File: config.mk
export PLATFORM = sky130hd
export DESIGN_NAME = pipe_stall_ctrl
export DESIGN_NICKNAME = d
export VERILOG_FILES = /design/src/rtl/pipe_stall_ctrl.sv
export SDC_FILE = /design/constraint.sdc
export NUM_CORES = 1
export LEC_CHECK = 0
export BUFFER_PORTS_ARGS = -buffer_cell sky130_fd_sc_hd__clkbuf_2
export CAP_MARGIN = 20
export CORE_MARGIN = 5
export CORE_UTILIZATION = 50
export CTS_BUF_LIST = sky130_fd_sc_hd__clkbuf_16
export DETAILED_ROUTE_END_ITERATION = 6
export PLACE_DENSITY = 0.77
export SLEW_MARGIN = 40
export SYNTH_ARGS = -nofsm -noshare
export SYNTH_HDL_FRONTEND = slang
export SYNTH_SLANG_ARGS = --single-unit
export TNS_END_PERCENT = 5
File: constraint.sdc
create_clock -name clk -period 2.95 [get_ports clk]
set_input_delay 0.7375 -clock clk [delete_from_list [all_inputs] [get_ports clk]]
set_output_delay 0.7375 -clock clk [all_outputs]
set_load 0.005 [all_outputs]
File: src/rtl/pipe_stall_ctrl.sv
// pipe_stall_ctrl: valid/ready sequencer for a PIPE_DEPTH-stage chain of
// datapath registers that live outside this block. Each stage advances when
// it is empty or its successor advances, so bubbles collapse and only blocked
// valid stages hold their contents.
//
// Ports
//   clk, reset     clock (rising edge), asynchronous active-high reset
//   in_valid       upstream offers an item
//   in_ready       stage 0 can take an item (combinational)
//   out_valid      last stage holds an item (combinational, masked by halt)
//   out_ready      downstream takes the item
//   halt           freeze every stage and the stall counter
//   flush          synchronous clear of all stage valids
//   perf_clr       synchronous clear of stall_cnt
//   en             per-stage load enable for the external registers (combinational)
//   stage_valid    registered valid bit per stage
//   occupancy      registered count of valid stages
//   stall_cnt      saturating count of cycles with out_valid & !out_ready
module pipe_stall_ctrl #(
  parameter int unsigned PIPE_DEPTH = 3,
  parameter int unsigned CNT_W      = 16
) (
  input  logic                            clk,
  input  logic                            reset,
  input  logic                            in_valid,
  output logic                            in_ready,
  output logic                            out_valid,
  input  logic                            out_ready,
  input  logic                            halt,
  input  logic                            flush,
  input  logic                            perf_clr,
  output logic [PIPE_DEPTH-1:0]           en,
  output logic [PIPE_DEPTH-1:0]           stage_valid,
  output logic [$clog2(PIPE_DEPTH+1)-1:0] occupancy,
  output logic [CNT_W-1:0]                stall_cnt
);

  localparam int unsigned D     = PIPE_DEPTH;
  localparam int unsigned OCC_W = $clog2(PIPE_DEPTH + 1);

  logic [D-1:0]     en_c;
  logic [D-1:0]     valid_nxt;
  logic [D-1:0]     shift_in;
  logic [OCC_W-1:0] occ_nxt;
  logic             stall_evt;

  // Enable chain walked from the output back to stage 0; an empty stage
  // always loads, a full one loads only if its successor moves on.
  always_comb begin
    logic chain;
    en_c  = '0;
    chain = out_ready;
    for (int i = int'(D) - 1; i >= 0; i--) begin
      en_c[i] = !halt && !flush && (!stage_valid[i] || chain);
      chain   = en_c[i];
    end
  end

  assign en        = en_c;
  assign in_ready  = en_c[0];
  assign out_valid = stage_valid[D-1] && !halt;
  assign stall_evt = out_valid && !out_ready;

  // Each stage's load value is its predecessor's valid; stage 0 takes in_valid.
  assign shift_in = D'({stage_valid, in_valid});

  // Next valid vector and its population count for the occupancy register.
  always_comb begin
    valid_nxt = flush ? '0 : ((en_c & shift_in) | (~en_c & stage_valid));
    occ_nxt   = '0;
    for (int i = 0; i < int'(D); i++) begin
      occ_nxt = occ_nxt + OCC_W'(valid_nxt[i]);
    end
  end

  // Stage valids and occupancy.
  always_ff @(posedge clk or posedge reset) begin
    if (reset) begin
      stage_valid <= '0;
      occupancy   <= '0;
    end else begin
      stage_valid <= valid_nxt;
      occupancy   <= occ_nxt;
    end
  end

  // Saturating stall counter; clear has priority over increment.
  always_ff @(posedge clk or posedge reset) begin
    if (reset) begin
      stall_cnt <= '0;
    end else if (perf_clr) begin
      stall_cnt <= '0;
    end else if (stall_evt && (stall_cnt != '1)) begin
      stall_cnt <= stall_cnt + CNT_W'(1);
    end
  end

endmodule

==> impl_metrics.ini <==
[status]
status = finished clean

[clock_tree]
post_cts_buffers = 0
clock-sinks = 21
hold_buffers = 0
clockBufferDepth = 2
clk_pin_slew_worst_paths_ps = 50
cts_tree = yes
cts_made_buffers = 3
htree_levels = 1
clock-root-buffer = clkbuf_16
cts_resized = 0
clk_latency_ps = 250

[routing]
met2_length_mm = 1.34
viasPerCell = 5.98
route.met3.wl_um = 172
wl_met1_mm = 1.08
dr.first_iter.drc_count = 19
via_count = 1082
wl_mm = 2.62
dr.pass1.iters = 4
top_layer = met4
ant_nets = 0
drc = 0
routedWlPerCell_um = 14.5

[sta]
relSlewSlack_pct = 55.0
finalCritPeriodShare_pct = 85.0
max_freq_mhz = 399
fin_skew_ps = 2.16
setup_slack_ps = 441
setup_tns_ps = 0
final_hold_viol_count = 0
worst_pin_slew_ps = 670
fin_crit_ps = 2510
setup_viol = 0
maxSlewViolCount = 0
rsz0062_at_grt = false

[logic_synthesis]
netlist_area_um2 = 1150
synth_top_area_cell = dfrtp_1
synthTopCellsByArea = dfrtp_1, a21oi_1, or4_1
ys_top_cells_by_count = dfrtp_1, a21oi_1, or4_1
synth_edf_count = 0
synthCells = 122
ys.flop_type = dfrtp_1
synthMostInstantiatedCell = dfrtp_1
yosysUniqueCellTypes = 32
avgSynthCellArea_um2 = 9.40
synth_fp_nets = 131
yosysTopAreaCellShare_pct = 45.8
seq_area_frac_synth_pct = 45.8
synth-seq-cells = 21
synthArstFlopShare_pct = 100
ys_warn_count = 0

[power_and_ir_drop]
power_leakage_nw = 0.628
power_density_nw_per_um2 = 432
vdd_drop_max_mv = 0.349
finalPower_uw = 606

[die]
num_rows = 17
start_util_pct = 51.9
ios = 33
die_area_um2 = 3350
die_h_um = 57.9
die_w_um = 57.9
core_area_um2 = 2210

[cells_and_area]
layout.area.seq_um2 = 526
fin_nets = 163
fin_util_pct = 63.5
multi_input_area_um2 = 574
drive_gt1_share_pct = 27.5
syn_to_final_growth_pct = 22.4
n_fill_cell = 196
antenna_cells = 0

[setup_path]
crit_required_ps = 3090
path_max_fanout = 11
cp-start-kind = primary input
r2r_setup_slack_ps = 700
crit_family = simple AND/OR/NAND/NOR gates
cpMaxStageDelayCell = or4_1
critPathCaptureType = flop
critPathArrivalTime_ps = 2650
worstSetupPathType = primary input to flop
max_stage_delay_ps = 630
cp_num_buf_inv = 1
cp_cell_sequence = clkbuf_2, or3b_1, or4_1, nor4b_1, mux2_2

[global_routing]
grt_overflow = 0
grtUsageTotal_pct = 17.0
grt_pass1_wl_mm = 4.52
grt_pass1_vias = 1006
grt_max_degree = 22
antenna_found_initial = 0

[placed_design]
dp_hpwl_mm = 1.95
dp_worst_setup_slack_ps = 173
port_buffers = 32
place.gp.congestion = 0.811

[worst_hold_path]
hp-class = primary input to async pin

[flow_run]
max_cap_viol_count = 0
[path summary, 6_finish.rpt]
check	startpoint	end	cells after the start
min in group clk	stall_cnt[5]$_DFFE_PP0P_	stall_cnt[5]$_DFFE_PP0P_	2
worst max register to register	stage_valid[2]$_DFF_PP0_	stall_cnt[15]$_DFFE_PP0P_	4
worst max-delay path	halt	stall_cnt[15]$_DFFE_PP0P_	5
worst min-delay path	reset	occupancy[0]$_DFF_PP0_	2
max in group asynchronous	reset	stall_cnt[5]$_DFFE_PP0P_	2
worst min register to register	stall_cnt[5]$_DFFE_PP0P_	stall_cnt[5]$_DFFE_PP0P_	2
[layout by cell type (no fill, tap or decap), types with 2 or more instances in the layout]
cell and instances:
nand2b_1 2, nand4_1 6, nor2b_1 6, dfrtp_1 21, clkbuf_2 32, nand2_1 5
mux2_2 3, o21ai_0 8, clkbuf_16 3, buf_4 2, nor4b_1 2, nand3_1 4
nor4_1 2, o31ai_1 7, or3_1 3, nor3_1 2, nor2_1 6, inv_1 4
or4_1 9, a21oi_1 15
[flip-flops by register name, indices dropped and copies added, names as in the netlist]
signal / flops
stall_cnt: 16
stage_valid: 3
occupancy: 2
[power by group]
part | switching (mW) | internal, mW | leakage (nW)
Clock | 0.0994 | 0.180 | 0.0423
Sequential | 0.00218 | 0.291 | 0.291
Combinational | 0.0208 | 0.0116 | 0.294
Total | 0.122 | 0.484 | 0.628
[cells by family after synthesis]
kind of cell,count (synthesis),share of synthesized area (%)
adders and majority gates,2,2.84
AOI/OAI and AO/OA,32,16.0
muxes,4,3.82
buffers and inverters,11,4.14
and+or+nand+nor,52,27.4
DFF,21,45.8
[area by class of cell]
| class | instances | area share [%] |
|---|---|---|
| clock buffer | 3 | 5.35 |
| clock inverter | 1 | 0.267 |
| inverter | 4 | 1.07 |
| multi-input combinational | 90 | 40.9 |
| sequential | 21 | 37.4 |
| tap | 28 | 2.50 |
| timing repair buffer | 34 | 12.5 |
[layer usage]
metal	GRT usage, %	vias to the layer above
met5	0	-
li1	-	524
met3	3.79	4
met2	29.5	41
met1	20.8	513
met4	5.63	0
[through the flow]
stage | hold slack [ps] | std cells | cell area (um^2)
after global routing | 510 | 181 | 1400
after global placement | 559 | 177 | 1330
after floorplan | 555 | 122 | 1150
after detailed placement | 573 | 177 | 1330
final | 468 | 181 | 1400
after CTS | 580 | 181 | 1400
Power figures use the tool's default switching activity.
